==> config.mk <==
export PLATFORM = sky130hd
export DESIGN_NAME = coram_seq_writer_flat
export DESIGN_NICKNAME = d
export VERILOG_FILES = /design/src/rtl/coram_seq_writer_pkg.sv /design/src/rtl/coram_seq_writer_if.sv /design/src/rtl/coram_seq_writer_gen.sv /design/src/rtl/coram_seq_writer.sv /design/src/flat_wrapper.sv
export SDC_FILE = /design/constraint.sdc
export NUM_CORES = 1
export LEC_CHECK = 0
export ABC_CLOCK_PERIOD_IN_PS = 2260
export CORE_ASPECT_RATIO = 1.1
export CORE_UTILIZATION = 30
export DETAILED_ROUTE_END_ITERATION = 6
export GPL_TIMING_DRIVEN = 0
export PLACE_DENSITY = 0.54
export SKIP_CTS_REPAIR_TIMING = 1
export SYNTH_ARGS = -nofsm -noshare
export SYNTH_HDL_FRONTEND = slang
export SYNTH_HIERARCHICAL = 1
export SYNTH_SLANG_ARGS = --single-unit
==> constraint.sdc <==
create_clock -name CLK -period 2.26 [get_ports CLK]
set_input_delay 0.226 -clock CLK [delete_from_list [all_inputs] [get_ports CLK]]
set_output_delay 0.226 -clock CLK [all_outputs]
set_load 0.02 [all_outputs]
==> src/rtl/coram_seq_writer_pkg.sv <==
// Shared types and field positions for the CoRAM sequence writer.
// The optional readback check is enabled by CORAM_SEQ_WRITER_READBACK_EN.
package coram_seq_pkg;

  typedef enum logic [2:0] {
    IDLE,
    W0,
    CMD1,
    W1,
    FILL,
    VERIFY,
    REPLY,
    WR
  } state_e;

  localparam int LEN_LSB  = 0;
  localparam int LEN_W    = 16;
  localparam int STEP_LSB = 16;
  localparam int STEP_W   = 16;

  localparam int REPLY_N_LSB   = 0;
  localparam int REPLY_N_W     = 16;
  localparam int REPLY_ERR_LSB = 16;
  localparam int REPLY_ERR_W   = 16;

  function automatic logic [REPLY_ERR_W-1:0] satInc(input logic [REPLY_ERR_W-1:0] v);
    return (v == '1) ? v : v + 1'b1;
  endfunction

endpackage

==> src/rtl/coram_seq_writer_if.sv <==
// Memory port and channel bundle between the writer and its CoRAM memory/channel.
interface coram_seq_writer_if
  import coram_seq_pkg::*;
#(
  parameter int W_A = 10,
  parameter int W_D = 32
);
  logic [W_A-1:0] mem_addr;
  logic [W_D-1:0] mem_d;
  logic           mem_we;
  logic [W_D-1:0] mem_q;
  logic [W_D-1:0] comm_d;
  logic           comm_enq;
  logic           comm_full;
  logic [W_D-1:0] comm_q;
  logic           comm_deq;
  logic           comm_empty;

  modport master (
    output mem_addr, mem_d, mem_we, comm_d, comm_enq, comm_deq,
    input  mem_q, comm_full, comm_q, comm_empty
  );

  modport slave (
    input  mem_addr, mem_d, mem_we, comm_d, comm_enq, comm_deq,
    output mem_q, comm_full, comm_q, comm_empty
  );
endinterface

==> src/rtl/coram_seq_writer_gen.sv <==
// Arithmetic sequence generator: running value plus word index with a last-word flag.
module coram_seq_gen
  import coram_seq_pkg::*;
#(
  parameter int W_A = 10,
  parameter int W_D = 32
) (
  input  logic           CLK,
  input  logic           RST,
  input  logic           load_i,
  input  logic           advance_i,
  input  logic [W_D-1:0] base_i,
  input  logic [W_D-1:0] step_i,
  input  logic [W_A:0]   count_i,
  output logic [W_D-1:0] acc_o,
  output logic [W_A-1:0] idx_o,
  output logic           last_o
);
  logic [W_D-1:0] acc_q;
  logic [W_D-1:0] step_q;
  logic [W_A-1:0] idx_q;

  // load wins over advance so a sequence can restart on its own final word
  always_ff @(posedge CLK) begin
    if (RST) begin
      acc_q  <= '0;
      step_q <= '0;
      idx_q  <= '0;
    end else if (load_i) begin
      acc_q  <= base_i;
      step_q <= step_i;
      idx_q  <= '0;
    end else if (advance_i) begin
      acc_q <= acc_q + step_q;
      idx_q <= idx_q + 1'b1;
    end
  end

  assign acc_o  = acc_q;
  assign idx_o  = idx_q;
  assign last_o = ({1'b0, idx_q} + (W_A+1)'(1)) == count_i;
endmodule

==> src/rtl/coram_seq_writer.sv <==
// CoRAM producer: takes a {base, len/step} command, fills memory with a sequence, replies n.
// Define CORAM_SEQ_WRITER_READBACK_EN to re-read and count mismatches before replying.
module coram_seq_writer
  import coram_seq_pkg::*;
#(
  parameter int W_A      = 10,
  parameter int W_COMM_A = 4,
  parameter int W_D      = 32,
  parameter int SIZE     = 128
) (
  input  logic                CLK,
  input  logic                RST,
  coram_seq_writer_if.master  bus,
  output logic                busy,
  output logic [15:0]         last_count
);
  if (W_D < 32 || SIZE < 1 || SIZE > (1 << W_A) || W_COMM_A < 1) begin : gBadParams
    $error("coram_seq_writer: illegal parameter combination");
  end

  state_e         state_q;
  logic [W_D-1:0] base_q;
  logic [15:0]    len_q;
  logic [W_D-1:0] step_q;
  logic [W_A:0]   n_q;
  logic [W_A:0]   n_d;
  logic [W_A-1:0] mem_addr_q;
  logic [W_D-1:0] mem_d_q;
  logic           mem_we_q;
  logic [W_D-1:0] comm_d_q;
  logic           comm_enq_q;
  logic           comm_deq_q;
  logic           busy_q;
  logic [15:0]    last_count_q;
  logic [W_D-1:0] reply_d;

  logic [W_D-1:0] genAcc;
  logic [W_A-1:0] genIdx;
  logic           genLast;
  logic           genLoad;
  logic           genAdvance;

`ifdef CORAM_SEQ_WRITER_READBACK_EN
  logic                   vAct_q;
  logic                   chk_q;
  logic [W_D-1:0]         exp_q;
  logic [REPLY_ERR_W-1:0] err_q;

  assign genLoad    = (state_q == W1) || (state_q == FILL && genLast);
  assign genAdvance = (state_q == FILL) || (state_q == VERIFY && vAct_q);
  assign reply_d    = W_D'({err_q, REPLY_N_W'(n_q)});
`else
  assign genLoad    = (state_q == W1);
  assign genAdvance = (state_q == FILL);
  assign reply_d    = W_D'(REPLY_N_W'(n_q));
`endif

  assign n_d = (32'(len_q) > SIZE) ? (W_A+1)'(SIZE) : (W_A+1)'(len_q);

  coram_seq_gen #(.W_A(W_A), .W_D(W_D)) u_gen (
    .CLK       (CLK),
    .RST       (RST),
    .load_i    (genLoad),
    .advance_i (genAdvance),
    .base_i    (base_q),
    .step_i    (step_q),
    .count_i   (n_q),
    .acc_o     (genAcc),
    .idx_o     (genIdx),
    .last_o    (genLast)
  );

  // Channel strobes are one-cycle pulses; W0/W1/WR give the FIFO flags a cycle to settle
  always_ff @(posedge CLK) begin
    if (RST) begin
      state_q      <= IDLE;
      base_q       <= '0;
      len_q        <= '0;
      step_q       <= '0;
      n_q          <= '0;
      mem_addr_q   <= '0;
      mem_d_q      <= '0;
      mem_we_q     <= 1'b0;
      comm_d_q     <= '0;
      comm_enq_q   <= 1'b0;
      comm_deq_q   <= 1'b0;
      busy_q       <= 1'b0;
      last_count_q <= '0;
`ifdef CORAM_SEQ_WRITER_READBACK_EN
      vAct_q       <= 1'b0;
      chk_q        <= 1'b0;
      exp_q        <= '0;
      err_q        <= '0;
`endif
    end else begin
      comm_deq_q <= 1'b0;
      comm_enq_q <= 1'b0;
      mem_we_q   <= 1'b0;
      case (state_q)
        IDLE: if (!bus.comm_empty) begin
          comm_deq_q <= 1'b1;
          base_q     <= bus.comm_q;
          busy_q     <= 1'b1;
          state_q    <= W0;
        end
        W0: state_q <= CMD1;
        CMD1: if (!bus.comm_empty) begin
          comm_deq_q <= 1'b1;
          len_q      <= bus.comm_q[LEN_LSB +: LEN_W];
          step_q     <= W_D'(bus.comm_q[STEP_LSB +: STEP_W]);
          state_q    <= W1;
        end
        W1: begin
          n_q     <= n_d;
          state_q <= (n_d == '0) ? REPLY : FILL;
`ifdef CORAM_SEQ_WRITER_READBACK_EN
          err_q   <= '0;
`endif
        end
        FILL: begin
          mem_we_q   <= 1'b1;
          mem_addr_q <= genIdx;
          mem_d_q    <= genAcc;
          if (genLast) begin
`ifdef CORAM_SEQ_WRITER_READBACK_EN
            vAct_q  <= 1'b1;
            chk_q   <= 1'b0;
            state_q <= VERIFY;
`else
            state_q <= REPLY;
`endif
          end
        end
`ifdef CORAM_SEQ_WRITER_READBACK_EN
        // exp_q trails the issued address by one cycle to line up with mem_q
        VERIFY: begin
          if (chk_q && bus.mem_q != exp_q) err_q <= satInc(err_q);
          if (vAct_q) begin
            mem_addr_q <= genIdx;
            exp_q      <= genAcc;
            chk_q      <= 1'b1;
            if (genLast) vAct_q <= 1'b0;
          end else begin
            chk_q   <= 1'b0;
            state_q <= REPLY;
          end
        end
`endif
        REPLY: if (!bus.comm_full) begin
          comm_enq_q <= 1'b1;
          comm_d_q   <= reply_d;
          state_q    <= WR;
        end
        WR: begin
          busy_q       <= 1'b0;
          last_count_q <= 16'(n_q);
          state_q      <= IDLE;
        end
        default: state_q <= IDLE;
      endcase
    end
  end

  assign bus.mem_addr = mem_addr_q;
  assign bus.mem_d    = mem_d_q;
  assign bus.mem_we   = mem_we_q;
  assign bus.comm_d   = comm_d_q;
  assign bus.comm_enq = comm_enq_q;
  assign bus.comm_deq = comm_deq_q;
  assign busy         = busy_q;
  assign last_count   = last_count_q;
endmodule

==> src/flat_wrapper.sv <==
// flat-port wrapper written by rule: the top's interface ports become plain ports
module coram_seq_writer_flat import coram_seq_pkg::*;
#(
  parameter int W_A      = 10,
  parameter int W_COMM_A = 4,
  parameter int W_D      = 32,
  parameter int SIZE     = 128
)
  (CLK, RST, busy, last_count, bus_mem_addr, bus_mem_d, bus_mem_we, bus_comm_d, bus_comm_enq, bus_comm_deq, bus_mem_q, bus_comm_full, bus_comm_q, bus_comm_empty);
  coram_seq_writer_if #(.W_A(W_A), .W_D(W_D)) bus_i ();
  input  logic CLK;
  input  logic RST;
  output logic busy;
  output logic [15:0] last_count;
  output wire logic [$bits(bus_i.mem_addr)-1:0] bus_mem_addr;
  output wire logic [$bits(bus_i.mem_d)-1:0] bus_mem_d;
  output wire logic [$bits(bus_i.mem_we)-1:0] bus_mem_we;
  output wire logic [$bits(bus_i.comm_d)-1:0] bus_comm_d;
  output wire logic [$bits(bus_i.comm_enq)-1:0] bus_comm_enq;
  output wire logic [$bits(bus_i.comm_deq)-1:0] bus_comm_deq;
  input wire logic [$bits(bus_i.mem_q)-1:0] bus_mem_q;
  input wire logic [$bits(bus_i.comm_full)-1:0] bus_comm_full;
  input wire logic [$bits(bus_i.comm_q)-1:0] bus_comm_q;
  input wire logic [$bits(bus_i.comm_empty)-1:0] bus_comm_empty;
  assign bus_mem_addr = bus_i.mem_addr;
  assign bus_mem_d = bus_i.mem_d;
  assign bus_mem_we = bus_i.mem_we;
  assign bus_comm_d = bus_i.comm_d;
  assign bus_comm_enq = bus_i.comm_enq;
  assign bus_comm_deq = bus_i.comm_deq;
  assign bus_i.mem_q = bus_mem_q;
  assign bus_i.comm_full = bus_comm_full;
  assign bus_i.comm_q = bus_comm_q;
  assign bus_i.comm_empty = bus_comm_empty;
  coram_seq_writer #(.W_A(W_A), .W_COMM_A(W_COMM_A), .W_D(W_D), .SIZE(SIZE)) u_core (.CLK(CLK), .RST(RST), .bus(bus_i), .busy(busy), .last_count(last_count));
endmodule
## Word-level counts from Yosys, hierarchy flattened

Index checks and enable logic that the tools add are counted.

- Register bits: 204
- Output and inout port bits: 94
- Logic and storage cells: 62

- Add/sub/neg operators: 3
- $lt $le $gt $ge: 1
- Equal/unequal tests: 11
- Muxes and demuxes: 14
- Bitwise operators: 4
- Reductions and logical operators: 13

Operators with widths:

| operator | number |
|---|---|
| 2-to-1 mux 32 bit | 2 |
| adder 32 x 16 -> 32 bit | 1 |
| one-hot mux 3 bit (6 select lines) | 1 |
| > comparator 16 x 8 -> 1 bit, second input constant | 1 |
| 2-to-1 mux 3 bit | 4 |
| adder 10 x 1 -> 11 bit, second input constant | 1 |
| equality test 11 bit | 1 |
| logical NOT 11 bit | 1 |
| 2-to-1 mux 11 bit | 1 |
| adder 10 x 1 -> 10 bit, second input constant | 1 |
| equality test 3 bit, second input constant | 3 |
| AND reduction 2 bit | 4 |
| OR reduction 2 bit | 4 |
| equality test 3 x 2 -> 1 bit, second input constant | 2 |
| inequality test 2 bit, second input constant | 3 |
| 2-to-1 mux 1 bit | 4 |
| inverter 1 bit | 4 |
| AND reduction 4 bit | 1 |
| nonzero test 2 bit | 2 |
| equality test 3 x 1 -> 1 bit, second input constant | 1 |
| logical NOT 3 bit | 1 |
| 2-to-1 mux 2 bit | 1 |
| inequality test 2 x 1 -> 1 bit, second input constant | 1 |
| one-hot mux 1 bit (2 select lines) | 1 |

## Logic depth before layout (Yosys ltp)

- Word-level depth: 5
- Depth in mapped cells: 12
- Depth with buffers taken out: 11

## By module

The synthesis kept the hierarchy.

Modules (own cells, without submodules):

| module | instances | cells an instance | area each (sq um) | seq. area each (sq um) |
|---|---|---|---|---|
| coram_seq_writer | 1 | 665 | 5411.4 | 2922.8 |
| coram_seq_gen | 1 | 600 | 4974.8 | 1481.4 |

## Least setup slack after synthesis

OpenSTA, ideal clock, no wires.

- Path kind: register -> register
- Start: reg u_core.u_gen.step_q[0]
- End: reg u_core.u_gen.acc_q[22], in the netlist u_core/u_gen/acc_o[22]
- Setup time: 0.086 ns
- Data arrival time: 2.406 ns
- Data required time: 2.174 ns
- Setup slack: -0.232 ns
- Stages on the path, launching flop included: 11
- Path buffers: 0
- Period minus slack after synthesis: 2.492 ns
- Cell sequence: dfxtp_1 -> ha_1 -> fa_1 -> a21oi_1 -> o21ai_2 -> a2111oi_4 -> o31ai_2 -> o31ai_4 -> xnor2_1 -> nand2_1 -> a221oi_2

- Cells in the longest elaborated chain, start to end: 3

RTL lines:

| item | line | text |
|---|---|---|
| from (decl) | coram_seq_writer_gen.sv:20 | `logic [W_D-1:0] step_q;` |
| from (signal assigned) | coram_seq_writer_gen.sv:31 | `step_q <= step_i;` |
| adder 32 x 16 -> 32 bit | coram_seq_writer_gen.sv:34 | `acc_q <= acc_q + step_q;` |
| 2-to-1 mux 32 bit | coram_seq_writer_gen.sv:33 | `end else if (advance_i) begin` |
| 2-to-1 mux 32 bit | coram_seq_writer_gen.sv:29 | `end else if (load_i) begin` |
| to (signal assigned) | coram_seq_writer_gen.sv:30 | `acc_q <= base_i;` |
| to (signal assigned) | coram_seq_writer_gen.sv:34 |  |
| to (decl) | coram_seq_writer_gen.sv:19 | `logic [W_D-1:0] acc_q;` |

Every way passes these cells. The select of a mux whose other input is x is not followed.
A chain may end at the register's enable or synchronous reset.

## Final worst setup path

- Start: reg u_core.u_gen.step_q[0]
- End: reg u_core.u_gen.acc_q[30], in the netlist u_core/u_gen/acc_o[30]

Same word-level chain as after synthesis.

==> results by group <==
Run status
  – Run status: finished with violations
  – Violated checks: design-rule violations, negative setup slack

Layout
  – Nets: 1538
  – Diodes inserted: 0
  – P&R area growth vs syn: 31.80%
  – Proportion of layout cells with a drive suffix above 1: 0.1624
  – Fin cells: 1891

Worst setup path
  – Critical path required time: 2650 ps
  – CP Launch Type: flip-flop
  – CP endpoint kind: flip-flop
  – CP Data Arrival Time: 2960 ps
  – CP Max Fanout: 4
  – WS Path Type: reg -> reg

Detailed routing
  – Routed WL: 32.50 mm
  – Vias/cell: 4.883
  – Drt first-iter violations: 611
  – DR WL/cell: 17.19 um
  – Initial DRT Pass Iterations: 7
  – Vias post-DR: 9234
  – Post-route ant nets: 0
  – DRC Markers: 9

CTS
  – Clk_lat worst skew: 520 ps
  – Clock Tree Buf Depth: 3
  – Clock transition at path regs: 60 ps
  – Num Clock Sinks: 220
  – CTS Buf Count: 24
  – Root Driver: clkbuf_16
  – CTS tree: done
  – CTS H-tree depth: 1

Synthesis
  – Synth area leaders: dfxtp_1 (42%), nand2_1 (11%), a21oi_1 (8.5%), mux2i_1 (4.2%), ha_1 (3.9%)
  – Mapped Area: 0.01039 mm^2
  – Primary FF master, synth: dfxtp_1
  – Post-synth cell types: 78
  – Synth top area share: 0.4240
  – Syn_area_per_cell: 8.210 um^2
  – Post-Synthesis Cells: 1265
  – Post-synthesis sequential area ratio: 0.4240
  – Yosys reg bits: 220
  – Yosys Warn Count: 6
  – Number of flops mapped to enable cells by yosys: 0
  – Post-synth ARST share: 0
  – Area leader, netlist: dfxtp_1

STA
  – Fin crit period: 2569 ps
  – Clock skew: 12.29 ps
  – Pins Over Slew Limit: 0
  – Final period util: 1.137
  – Worst Tran Pin Value: 791.1 ps
  – Worst hold slack: 303.7 ps
  – Slew HR: 0.4726
  – Maximum clock frequency: 389.3 MHz
  – Hold Vio Cnt, Final: 0
  – RSZ-0062 raised after global routing: true
  – Setup-failing EPs final: 9
  – Post-route setup slack: -309.0 ps

Die
  – Core Region: 0.03411 mm^2
  – Starting density of the core: 0.3045
  – Area of the die: 0.03537 mm^2
  – Die height: 197.2 um
  – Number of I/O pins: 162
  – Row cnt: 71
  – Die X-Extent: 179.4 um

Placed design
  – Routability cong.: 0.8835
  – IO buf count: 103
  – Dpl cells: 1847
  – DP HPWL: 23.74 mm
  – Dpl ws: -684.5 ps

Power and ir drop
  – Final Power: 9.353 mW
  – Switching share of power: 0.2435
  – Combinational share of power: 0.097
  – Net switching power: 2.278 mW
  – Total power per unit cell area: 683.2 mW/mm^2
  – Maximum VDD drop: 453.0 uV
  – Leakage: 5.044 nW
  – Flop pwr share: 0.437
  – Clock network fraction of design power: 0.467
  – Cell internal pwr: 7.075 mW

Min path
  – Hold WC Path Type: in -> reg

GRT
  – Vias in the first global route: 8900
  – Largest net degree at the start of global routing: 14
  – Antenna violations before repair: 0
  – First-pass GRT wire length: 50.09 mm
  – Global route overflow: 0
  – Total track usage: 0.1787

Run
  – Max Cap Violations: 0
-- flip-flops by register name, summed over array words and instances (netlist names), 10 cells and up --
name and flops:
u_core/bus.mem_addr 10, u_core/bus.mem_d 32, u_core/u_gen/acc_o 32, u_core/u_gen/step_q 32, u_core/u_gen/idx_o 10, u_core/base_q 32, u_core/n_q 11, u_core/step_q 16
u_core/bus.comm_d 11, u_core/last_count 11, u_core/len_q 16
-- cells by family after synthesis --
group	after synthesis	synth area share
compound gates	291	0.1734
xor+xnor	46	0.03879
fa+ha+maj	33	0.04048
buf+inv	141	0.07035
flops	220	0.4240
mux	45	0.04349
other cells	1	0.0003611
simple gates	488	0.2091
-- layout by cell type (no fill, tap or decap), types with 5 or more instances in the layout --
| master | n |
|---|---|
| buf_6 | 12 |
| ha_1 | 13 |
| dfxtp_2 | 16 |
| nor2_1 | 82 |
| clkbuf_8 | 5 |
| dfxtp_1 | 200 |
| nand3b_1 | 8 |
| nand3_1 | 12 |
| nor3_1 | 9 |
| or3_1 | 5 |
| inv_1 | 25 |
| clkbuf_16 | 25 |
| nand4_1 | 14 |
| nor2b_1 | 6 |
| mux2i_1 | 44 |
| a21oi_4 | 6 |
| xor2_1 | 20 |
| a21o_1 | 19 |
| and3_1 | 11 |
| o41ai_1 | 7 |
| a221oi_2 | 6 |
| bufinv_16 | 5 |
| buf_2 | 13 |
| nand2_1 | 290 |
| a31oi_1 | 5 |
| a21oi_1 | 165 |
| clkdlybuf4s50_1 | 103 |
| and2_1 | 6 |
| a21oi_2 | 9 |
| o21ai_0 | 14 |
| o21ai_1 | 7 |
| clkbuf_4 | 5 |
| nand2b_1 | 5 |
| buf_4 | 44 |
| clkbuf_2 | 7 |
| clkbuf_1 | 34 |
| conb_1 | 42 |
| o21ai_2 | 5 |
| ha_4 | 16 |
| xnor2_1 | 23 |
-- worst paths after layout --
kind / endpoint / start / slack (ps) / depth (start not counted)
worst max-delay path: u_core/u_gen/acc_o[30] / u_core/u_gen/step_q[0] / -310 / 11
worst min-delay path: u_core/len_q[10] / bus_comm_q[10] / 300 / 3
worst min register to register: u_core/bus.mem_addr[7] / u_core/u_gen/idx_o[7] / 450 / 2
worst max register to register: u_core/u_gen/acc_o[30] / u_core/u_gen/step_q[0] / -310 / 11
-- metrics by stage --
stage                     instance area (um^2)  setup TNS (ps)  utilization
after global placement                   12150          -65010       0.3562
after global routing                     13690           -2557       0.4013
after floorplan                          10570          -218.0            -
final                                    13690           -1485       0.4013
after detailed placement                 12150          -69190       0.3562
after CTS                                13030          -31990       0.3819
-- cells in the mapped netlist, drive strengths merged (6+ instances only) --
master	instances
xnor2	26
nand4	14
buf	61
dfxtp	220
ha	32
o21ai	28
nand2	294
nor2b	7
nor3	13
nand3b	9
a31oi	6
a21o	19
mux2i	44
clkbuf	50
a21oi	180
nand3	12
o41ai	7
nor2	87
nor4	7
and2	6
xor2	20
inv	30
a221oi	8
and3	13
o31ai	6
-- cell type report --
cell class / instances / area [um^2]
repair inverters: 1 / 8.758
inverters: 30 / 132.6
flip-flops and latches: 220 / 4439
plain buffers: 97 / 603.1
repair buffers: 118 / 1147
fillers: 3475 / 20420
clock buffers: 35 / 713.2
well taps: 438 / 548.0
clock inverters: 7 / 162.7
multi-input cells: 945 / 5934
-- layer usage --
layer  vias up  GRT usage  part of all wire
met4         0    0.04981             0.028
met2       226     0.3151              0.49
met5         -          0                 0
li1       4597          -                 -
met1      4355     0.2307              0.44
met3        56    0.01954             0.042
-- power groups by stage --
| stage | Sequential [mW] | Combinational, mW | Clock, mW |
|---|---|---|---|
| detailed placement | 4.17 | 0.846 | 0 |
| finish | 4.08 | 0.903 | 4.37 |
| floorplan | 4.13 | 0.565 | 0 |
| global route | 4.09 | 0.989 | 4.62 |
| global placement | 4.17 | 0.842 | 0 |
| CTS | 4.08 | 0.849 | 4.45 |
-- worst max-delay path: stages (launching register included) --
cell	delay [ps]
dfxtp_4	360
ha_4	170
fa_2	370
a21oi_4	170
o21ai_4	110
a2111oi_4	420
o31ai_4	120
o31ai_4	200
buf_4	170
nor4bb_1	50
o31ai_1	200
nand2_1	90
(Power assumes the default switching activity.)
